==> src/rtl/usb_pkt_tx.sv <==
// USB packet transmitter: turns a registered request (token, SOF, handshake or DATA)
// into a PID/field/payload/CRC byte stream with valid/ready flow control.
module usb_pkt_tx #(
  parameter int MAX_LEN = 64,
  parameter int LEN_W   = 11
) (
  input  logic             clk,
  input  logic             rst_n,
  input  logic             req_valid,
  output logic             req_ready,
  input  logic [3:0]       req_pid,
  input  logic [6:0]       req_addr,
  input  logic [3:0]       req_endp,
  input  logic [10:0]      req_frame,
  input  logic [LEN_W-1:0] req_len,
  input  logic             pl_valid,
  output logic             pl_ready,
  input  logic [7:0]       pl_data,
  output logic             tx_valid,
  input  logic             tx_ready,
  output logic [7:0]       tx_data,
  output logic             tx_sop,
  output logic             tx_eop,
  output logic             tx_pid_en,
  output logic [3:0]       tx_pid,
  output logic             req_err
);

  typedef enum logic [2:0] {IDLE, PID, B1, B2, PAYLOAD, CRC_LO, CRC_HI} state_t;

  localparam logic [LEN_W-1:0] MAX_LEN_W = LEN_W'(MAX_LEN);

  // Field bits enter LSB-first; result is the complemented remainder.
  function automatic logic [4:0] crc5_f(input logic [10:0] d);
    logic [4:0] c;
    c = '1;
    for (int unsigned i = 0; i < 11; i++) begin
      if (d[i] ^ c[4]) c = {c[3:0], 1'b0} ^ 5'b00101;
      else             c = {c[3:0], 1'b0};
    end
    return ~c;
  endfunction

  function automatic logic [15:0] crc16_byte(input logic [15:0] c_in, input logic [7:0] d);
    logic [15:0] c;
    c = c_in;
    for (int unsigned i = 0; i < 8; i++) begin
      if (d[i] ^ c[15]) c = {c[14:0], 1'b0} ^ 16'h8005;
      else              c = {c[14:0], 1'b0};
    end
    return c;
  endfunction

  function automatic logic [4:0] rev5(input logic [4:0] v);
    logic [4:0] r;
    for (int unsigned i = 0; i < 5; i++) r[i] = v[4-i];
    return r;
  endfunction

  function automatic logic [15:0] rev16(input logic [15:0] v);
    logic [15:0] r;
    for (int unsigned i = 0; i < 16; i++) r[i] = v[15-i];
    return r;
  endfunction

  state_t           state_q, state_d;
  logic [3:0]       pid_q, pid_d;
  logic [6:0]       addr_q, addr_d;
  logic [3:0]       endp_q, endp_d;
  logic [10:0]      frame_q, frame_d;
  logic [LEN_W-1:0] len_q, len_d;
  logic [LEN_W-1:0] cnt_q, cnt_d;
  logic [15:0]      crc16_q, crc16_d;
  logic             tx_valid_q, tx_valid_d;
  logic [7:0]       tx_data_q, tx_data_d;
  logic             tx_sop_q, tx_sop_d;
  logic             tx_eop_q, tx_eop_d;
  logic             err_q, err_d;

  logic        xfer, slot_free, pl_fire, is_sof, reject;
  logic [10:0] crc5_field;
  logic [7:0]  b1_byte, b2_byte;
  logic [15:0] crc16_out;

  assign xfer       = tx_valid_q && tx_ready;
  assign slot_free  = !tx_valid_q || tx_ready;
  assign is_sof     = (pid_q == 4'b0101);
  assign crc5_field = is_sof ? frame_q : {endp_q, addr_q};
  assign b1_byte    = is_sof ? frame_q[7:0] : {endp_q[0], addr_q};
  // CRC5 MSB lands on bit 3 so the serialiser sends it first.
  assign b2_byte    = {rev5(crc5_f(crc5_field)), (is_sof ? frame_q[10:8] : endp_q[3:1])};
  assign crc16_out  = rev16(~crc16_q);
  assign reject     = (req_pid[1:0] == 2'b00) ||
                      ((req_pid[1:0] == 2'b11) && (req_len > MAX_LEN_W));

  assign req_ready = (state_q == IDLE);
  assign pl_ready  = (state_q == PAYLOAD) && slot_free && (cnt_q < len_q);
  assign pl_fire   = pl_valid && pl_ready;
  assign tx_valid  = tx_valid_q;
  assign tx_data   = tx_data_q;
  assign tx_sop    = tx_sop_q;
  assign tx_eop    = tx_eop_q;
  assign tx_pid_en = (state_q == PID);
  assign tx_pid    = pid_q;
  assign req_err   = err_q;

  always_comb begin
    state_d    = state_q;
    pid_d      = pid_q;
    addr_d     = addr_q;
    endp_d     = endp_q;
    frame_d    = frame_q;
    len_d      = len_q;
    cnt_d      = cnt_q;
    crc16_d    = crc16_q;
    tx_valid_d = tx_valid_q;
    tx_data_d  = tx_data_q;
    tx_sop_d   = tx_sop_q;
    tx_eop_d   = tx_eop_q;
    err_d      = 1'b0;
    case (state_q)
      IDLE: begin
        if (req_valid) begin
          pid_d   = req_pid;
          addr_d  = req_addr;
          endp_d  = req_endp;
          frame_d = req_frame;
          len_d   = req_len;
          cnt_d   = '0;
          crc16_d = '1;
          if (reject) begin
            err_d = 1'b1;
          end else begin
            state_d    = PID;
            tx_valid_d = 1'b1;
            tx_data_d  = {~req_pid, req_pid};
            tx_sop_d   = 1'b1;
            tx_eop_d   = (req_pid[1:0] == 2'b10);
          end
        end
      end
      PID: begin
        if (xfer) begin
          tx_sop_d = 1'b0;
          case (pid_q[1:0])
            2'b10: begin
              state_d    = IDLE;
              tx_valid_d = 1'b0;
              tx_eop_d   = 1'b0;
            end
            2'b11: begin
              if (len_q == '0) begin
                state_d   = CRC_LO;
                tx_data_d = crc16_out[7:0];
              end else begin
                state_d    = PAYLOAD;
                tx_valid_d = 1'b0;
              end
            end
            default: begin
              state_d   = B1;
              tx_data_d = b1_byte;
            end
          endcase
        end
      end
      B1: begin
        if (xfer) begin
          state_d   = B2;
          tx_data_d = b2_byte;
          tx_eop_d  = 1'b1;
        end
      end
      PAYLOAD: begin
        // The output slot is refilled from the payload stream, or from CRC_LO once
        // the last counted byte has left.
        if (xfer) tx_valid_d = 1'b0;
        if (pl_fire) begin
          tx_valid_d = 1'b1;
          tx_data_d  = pl_data;
          cnt_d      = cnt_q + LEN_W'(1);
          crc16_d    = crc16_byte(crc16_q, pl_data);
        end else if (xfer && (cnt_q == len_q)) begin
          state_d    = CRC_LO;
          tx_valid_d = 1'b1;
          tx_data_d  = crc16_out[7:0];
        end
      end
      CRC_LO: begin
        if (xfer) begin
          state_d   = CRC_HI;
          tx_data_d = crc16_out[15:8];
          tx_eop_d  = 1'b1;
        end
      end
      B2, CRC_HI: begin
        if (xfer) begin
          state_d    = IDLE;
          tx_valid_d = 1'b0;
          tx_eop_d   = 1'b0;
        end
      end
      default: state_d = IDLE;
    endcase
  end

  always_ff @(posedge clk or negedge rst_n) begin
    if (!rst_n) begin
      state_q    <= IDLE;
      pid_q      <= '0;
      addr_q     <= '0;
      endp_q     <= '0;
      frame_q    <= '0;
      len_q      <= '0;
      cnt_q      <= '0;
      crc16_q    <= '0;
      tx_valid_q <= 1'b0;
      tx_data_q  <= '0;
      tx_sop_q   <= 1'b0;
      tx_eop_q   <= 1'b0;
      err_q      <= 1'b0;
    end else begin
      state_q    <= state_d;
      pid_q      <= pid_d;
      addr_q     <= addr_d;
      endp_q     <= endp_d;
      frame_q    <= frame_d;
      len_q      <= len_d;
      cnt_q      <= cnt_d;
      crc16_q    <= crc16_d;
      tx_valid_q <= tx_valid_d;
      tx_data_q  <= tx_data_d;
      tx_sop_q   <= tx_sop_d;
      tx_eop_q   <= tx_eop_d;
      err_q      <= err_d;
    end
  end

endmodule
==> config.mk <==
export PLATFORM = sky130hd
export DESIGN_NAME = usb_pkt_tx
export DESIGN_NICKNAME = d
export VERILOG_FILES = /design/src/rtl/usb_pkt_tx.sv
export SDC_FILE = /design/constraint.sdc
export NUM_CORES = 1
export LEC_CHECK = 0
export ABC_AREA = 1
export BUFFER_PORTS_ARGS = -buffer_cell sky130_fd_sc_hd__buf_4
export CAP_MARGIN = 20
export CORE_UTILIZATION = 50
export CTS_CLUSTER_DIAMETER = 200
export CTS_CLUSTER_SIZE = 14
export DETAILED_ROUTE_END_ITERATION = 10
export PLACE_DENSITY = 0.82
export SLEW_MARGIN = 20
export SYNTH_ARGS = -nofsm -noshare
export SYNTH_HDL_FRONTEND = slang
export SYNTH_SLANG_ARGS = --single-unit
export TNS_END_PERCENT = 10
==> constraint.sdc <==
create_clock -name clk -period 2.4 [get_ports clk]
set_clock_uncertainty 0.1 [all_clocks]
set_input_delay 0 -clock clk [delete_from_list [all_inputs] [get_ports clk]]
set_output_delay 0 -clock clk [all_outputs]
set_load 0.02 [all_outputs]
# Word level (Yosys, flattened, before mapping)
# Index checks and enable logic that the tools add are counted.
# Widths: inputs -> output; s select.
dict set report word_totals {
  register_bits 79
  latchBits 0
  ramBits 0
  mem_bits_ro 0
  output_inout_bits 19
  mem_count 0
}
dict set report op_classes {
  n_addsub 1
  multipliers 0
  div 0
  magnitude_cmp 2
  n_eq_ne 28
  shifts 0
  muxes 83
  bitwise_logic 39
  reduce_logical 26
}
# operator n
set op_table {}
lappend op_table {{$mux 16} 24}
lappend op_table {{$mux 8} 9}
lappend op_table {{$mux 3} 20}
lappend op_table {{$pmux 8 s5} 1}
lappend op_table {{$mux 11} 3}
lappend op_table {{$pmux 16 s2} 1}
lappend op_table {{$not 3->3} 8}
lappend op_table {{$pmux 11 s2} 1}
lappend op_table {{$not 2->2} 10}
lappend op_table {{$pmux 3 s6} 1}
lappend op_table {{$mux 1} 17}
lappend op_table {{$ne 2x2->1 const B} 8}
lappend op_table {{$not 16->16} 1}
lappend op_table {{$pmux 8 s2} 1}
lappend op_table {{$xor 1x1->1} 16}
lappend op_table {{$add 11x1->11 const B} 1}
lappend op_table {{$eq 11x11->1} 1}
lappend op_table {{$gt 11x7->1 const B} 1}
lappend op_table {{$logic_not 11->1} 1}
lappend op_table {{$lt 11x11->1} 1}
lappend op_table {{$eq 3x3->1 const B} 3}
lappend op_table {{$reduce_and 9->1} 1}
lappend op_table {{$eq 2x2->1 const B} 4}
lappend op_table {{$ne 2x1->1 const B} 4}
lappend op_table {{27 further kinds} 41}

# Depth between registers and ports, before layout
dict set report logic_depth {
  depth_word 35
  ltp_mapped 18
}

# Worst setup path after synthesis
# No wires, ideal clock.
dict set report synth_path {
  path_type {register to register}
  start {register len_q[10]}
  end {register tx_data_q[3] (netlist: tx_data[3])}
  arrival_ns 1.893
  slack_ns 0.294
  path_stages_with_launch 13
  synth_period_minus_slack_ns 2.106
  cell_sequence {dfrtp_1 > inv_1 > ha_1 > a21o_1 > or2_0 > nor2_1 > nand4_2 > buf_6 > buf_6 > o211ai_1 > nand4_1 > nand2_1 > inv_1}
}
dict set report synth_between {
  elab_chain_len 5
}
# element line_no
set synth_rtl {}
lappend synth_rtl {{start: declaration} 71} ;# logic [LEN_W-1:0] len_q, len_d;
lappend synth_rtl {{start signal: assignment} 228} ;# len_q <= len_d;
lappend synth_rtl {{$lt 11x11->1} 97} ;# assign pl_ready = (state_q == PAYLOAD) && slot_free && (cnt_q < len_q);
lappend synth_rtl {{$logic_and 1x1->1} 97}
lappend synth_rtl {{$logic_and 1x1->1} 98} ;# assign pl_fire = pl_valid && pl_ready;
lappend synth_rtl {{$ne 3x2->1 (no source line) or $mux 8 (tied branches)} -}
lappend synth_rtl {{$reduce_and 9->1 (no source line) or $pmux 8 s5 (tied branches)} -}
lappend synth_rtl {{end signal: assignment} 232} ;# tx_data_q <= tx_data_d;
lappend synth_rtl {{end: declaration} 75} ;# logic [7:0] tx_data_q, tx_data_d;
# Parallel ways exist; a longest one is shown, timed or not.
# A chain may end at the register's enable or synchronous reset.

# Worst setup path in the final report
dict set report layout_path {
  start {register len_q[10]}
  end {register cnt_q[8]}
}
dict set report layout_between {
  elab_chain_len 5
}
# element line_no
set layout_rtl {}
lappend layout_rtl {{$lt 11x11->1} 97}
lappend layout_rtl {{$logic_and 1x1->1} 97}
lappend layout_rtl {{$logic_and 1x1->1} 98}
lappend layout_rtl {{$ne 2x2->1 (no source line)} -}
lappend layout_rtl {{$reduce_and 3->1 (no source line)} -}
lappend layout_rtl {{end signal: assignment} 229} ;# cnt_q <= cnt_d;
lappend layout_rtl {{end: declaration} 72} ;# logic [LEN_W-1:0] cnt_q, cnt_d;
# Every way passes these cells.

==> results.ini <==
[logic_synthesis]
synth_edf_count = 0
syn_avg_cell_area_sq_um = 7.51
synthFlopType = dfrtp_1
synthArstFlopShare_pct = 100
synth_area_sq_um = 4930
yosysTopAreaCellShare_pct = 40.1
yosysSeqAreaShare_pct = 40.1
yosys_warnings = 0
yosysUniqueCellTypes = 46
syn_nets = 719
synth_area_leaders = dfrtp_1, nand2_1, inv_1, o21ai_0, nand2_2
synth-seq-cells = 79
yosys.area.top_type = dfrtp_1
syn_inst = 657

[sta]
holdWs_ns = 0.0256
finalSetupViolations = 5
final_max_slew_viol_count = 0
period_share_pct = 102
hold_violations = 0
fin_crit_ns = 2.45
rsz0062_at_grt = true
tightest_slew_ns = 0.554
slew_headroom_pct = 63.0
finalWorstSetupSlack_ns = -0.0501
max_freq_mhz = 408

[flow_run]
drv_cap = 0

[layout]
fillers = 720
final_util_pct = 69.7
drive_above_1_share_pct = 25.2
area_growth_pct = 33.1
diodes = 0
layout.nets = 847

[clocking]
h-tree-depth = 3
clkTransAtPathRegs_ns = 0.09
clock_latency_ns = 0.36
clockBufferDepth = 2
root_buffer = clkbuf_8
cts_sinks = 79
cts_tree = yes
cts_buffers = 9

[placed_design]
dpl.hpwl_microns = 9580
dpl_worst_slack_ns = 0.0112
portBuffers = 68
gp_congestion = 0.937

[route]
vias = 5068
route.antenna.remaining_nets = 0
drt-total-wl_microns = 14300
drc = 0
drt_pass1_iterations = 8
drt_iter0_markers = 399
routed_via_density = 5.51
wl_per_cell_microns = 15.6

[worst_setup_path]
critPathCaptureType = flip-flop
cp.required_ns = 2.54
critical_path_class = flip-flop to flip-flop
cp_cell_sequence = inv_2 -> ha_4 -> a21o_1 -> or2_1 -> nor2_2 -> nand4_4 -> nand2_4 -> nand2_4 -> nor2_4 -> nand2_1 -> xor2_1 -> nor2_1
cp_slowest_stage_delay_ns = 0.41
cp_max_fo = 7
cp.arrival_ns = 2.59
critPathSlowestCell = dfrtp_1
startpoint_type = flip-flop
cpMostUsedCell = nand2_4

[global_routing]
grt_pass1_wl_microns = 22100
antenna_found_initial = 0
grt_usage_pct = 27.9
grt_pass1_vias = 4923
overflow = 0
grt_max_degree = 80

[pwr]
p_leak_nw = 3.32
p_per_area_nw_per_um2 = 1220
vdd_drop_max_mv = 0.584

[hold_path]
hold_class = input port to flip-flop

[die]
die_area_sq_um = 10300
rows = 35
core_area_sq_um = 9420
dieHeight_microns = 101
start_util_pct = 52.4
ios = 69
die_x_microns = 101

[outcome]
violations = negative setup slack
outcome = finished, violations left

==> final cells by class <==
| cell class | count | area [sq um] | share of cell area, % |
|---|---|---|---|
| Multi-Input combinational cell | 472 | 2660 | 40.5 |
| Timing Repair Buffer | 133 | 1180 | 18.0 |
| Clock inverter | 7 | 121 | 1.85 |
| Clock buffer | 9 | 124 | 1.89 |
| Sequential cell | 79 | 1980 | 30.1 |
| Tap cell | 129 | 161 | 2.46 |
| Inverter | 89 | 338 | 5.14 |
| Timing Repair inverter | 1 | 7.51 | 0.114 |
==> stage by stage <==
step,instance area [sq um],cells,setup TNS (ns),power (W)
after global placement,5620,851,0,0.00624
after floorplan,4930,657,0,0.00521
after global routing,6570,919,-2.06,0.00862
final,6570,919,-0.113,0.00803
after detailed placement,5620,851,0,0.00641
after CTS,6280,908,-0.0353,0.00772
==> state kept, by name (all words and copies together), names as in the netlist <==
| name | cells |
|---|---|
| addr_q | 7 |
| cnt_q | 11 |
| crc16_q | 16 |
| endp_q | 4 |
| frame_q | 11 |
| len_q | 11 |
| req_err | 1 |
| state_q | 3 |
| tx_data | 8 |
| tx_eop | 1 |
| tx_pid | 4 |
| tx_sop | 1 |
| tx_valid | 1 |
==> final timing paths <==
| path | startpoint | endpoint | slack, ns | cells after the start |
|---|---|---|---|---|
| min reg2reg | frame_q[9] | frame_q[9] | 0.38 | 2 |
| max | len_q[10] | cnt_q[8] | -0.05 | 12 |
| min in group asynchronous | rst_n | len_q[5] | 0.06 | 2 |
| max reg2reg | len_q[10] | cnt_q[8] | -0.05 | 12 |
| max in group asynchronous | rst_n | crc16_q[3] | 1.52 | 3 |
| min | tx_ready | tx_valid | 0.03 | 6 |
==> layer usage <==
layer	track usage [%]	routed length (microns)	vias up
met3	4.14	826	65
met4	15.2	556	0
li1	-	-	2368
met2	50.3	7370	244
met1	31.7	5580	2391
met5	0	0	-
==> critical path, delay by kind of cell (launching register included) <==
family | cells | cell delay [ns]
adder cells (fa/ha/maj) | 1 | 0.20
AND/OR/NAND/NOR | 8 | 1.22
flip-flops | 1 | 0.41
buffers and inverters | 1 | 0.09
AO/OA/AOI/OAI | 1 | 0.15
XOR/XNOR | 1 | 0.17
==> synthesized netlist by cell type, types with 2 or more instances <==
cell type  count
nand2_1      188
dfrtp_1       79
inv_1         77
o21ai_0       49
nor2_1        42
nand2_2       29
nand3_1       28
a21oi_1       21
xor2_1        14
ha_1          12
inv_2         11
a22oi_1       10
clkbuf_1       9
nand3_2        9
xnor2_1        8
a221oi_1       7
nor3_1         7
buf_6          5
nand4_1        5
nor2_2         5
nand3b_1       4
o22ai_1        4
o21ai_1        3
a31oi_1        2
buf_2          2
nand2_4        2
nor2_4         2
o211ai_1       2
o31ai_1        2
or2_1          2
xnor2_2        2
==> placed cells by master (no fill, tap or decap), drive strengths merged, types with 2 or more instances in the layout <==
| cell | n |
|---|---|
| nand2 | 219 |
| buf | 90 |
| inv | 87 |
| dfrtp | 79 |
| o21ai | 53 |
| nor2 | 49 |
| dlygate4sd3 | 41 |
| nand3 | 37 |
| a21oi | 21 |
| xor2 | 15 |
| ha | 12 |
| clkbuf | 11 |
| xnor2 | 10 |
| a22oi | 10 |
| a221oi | 7 |
| nor3 | 7 |
| nand4 | 6 |
| clkinv | 5 |
| nand3b | 4 |
| o22ai | 4 |
| or2 | 3 |
| bufinv | 3 |
| o31ai | 2 |
| clkinvlp | 2 |
| a31oi | 2 |
| o211ai | 2 |
==> repair_timing <==
action	CTS	global route
gates cloned	0	3
resized for setup	1	46
endpoints found under the setup margin	5	27
hold endpoints to repair	126	0
setup buffers	0	7
pin swaps	0	15
hold buffers	41	0
==> power breakdown <==
part	internal, W	leakage (nW)	switching, W
combinational	0.00168	2.25	0.00295
sequential	0.00183	0.940	0.000347
clock	0.000695	0.123	0.000526
==> kinds of logic (layout without fill, tap and decap cells) <==
family / after synthesis / count (layout) / share of synthesized area (%)
compound gates: 107 / 107 / 12.7
xor+xnor: 25 / 25 / 4.89
fa+ha+maj: 12 / 12 / 3.04
buf+inv: 106 / 239 / 8.95
flops: 79 / 79 / 40.1
simple gates: 328 / 328 / 30.4
No activity file was read; power rests on OpenSTA's default activity.
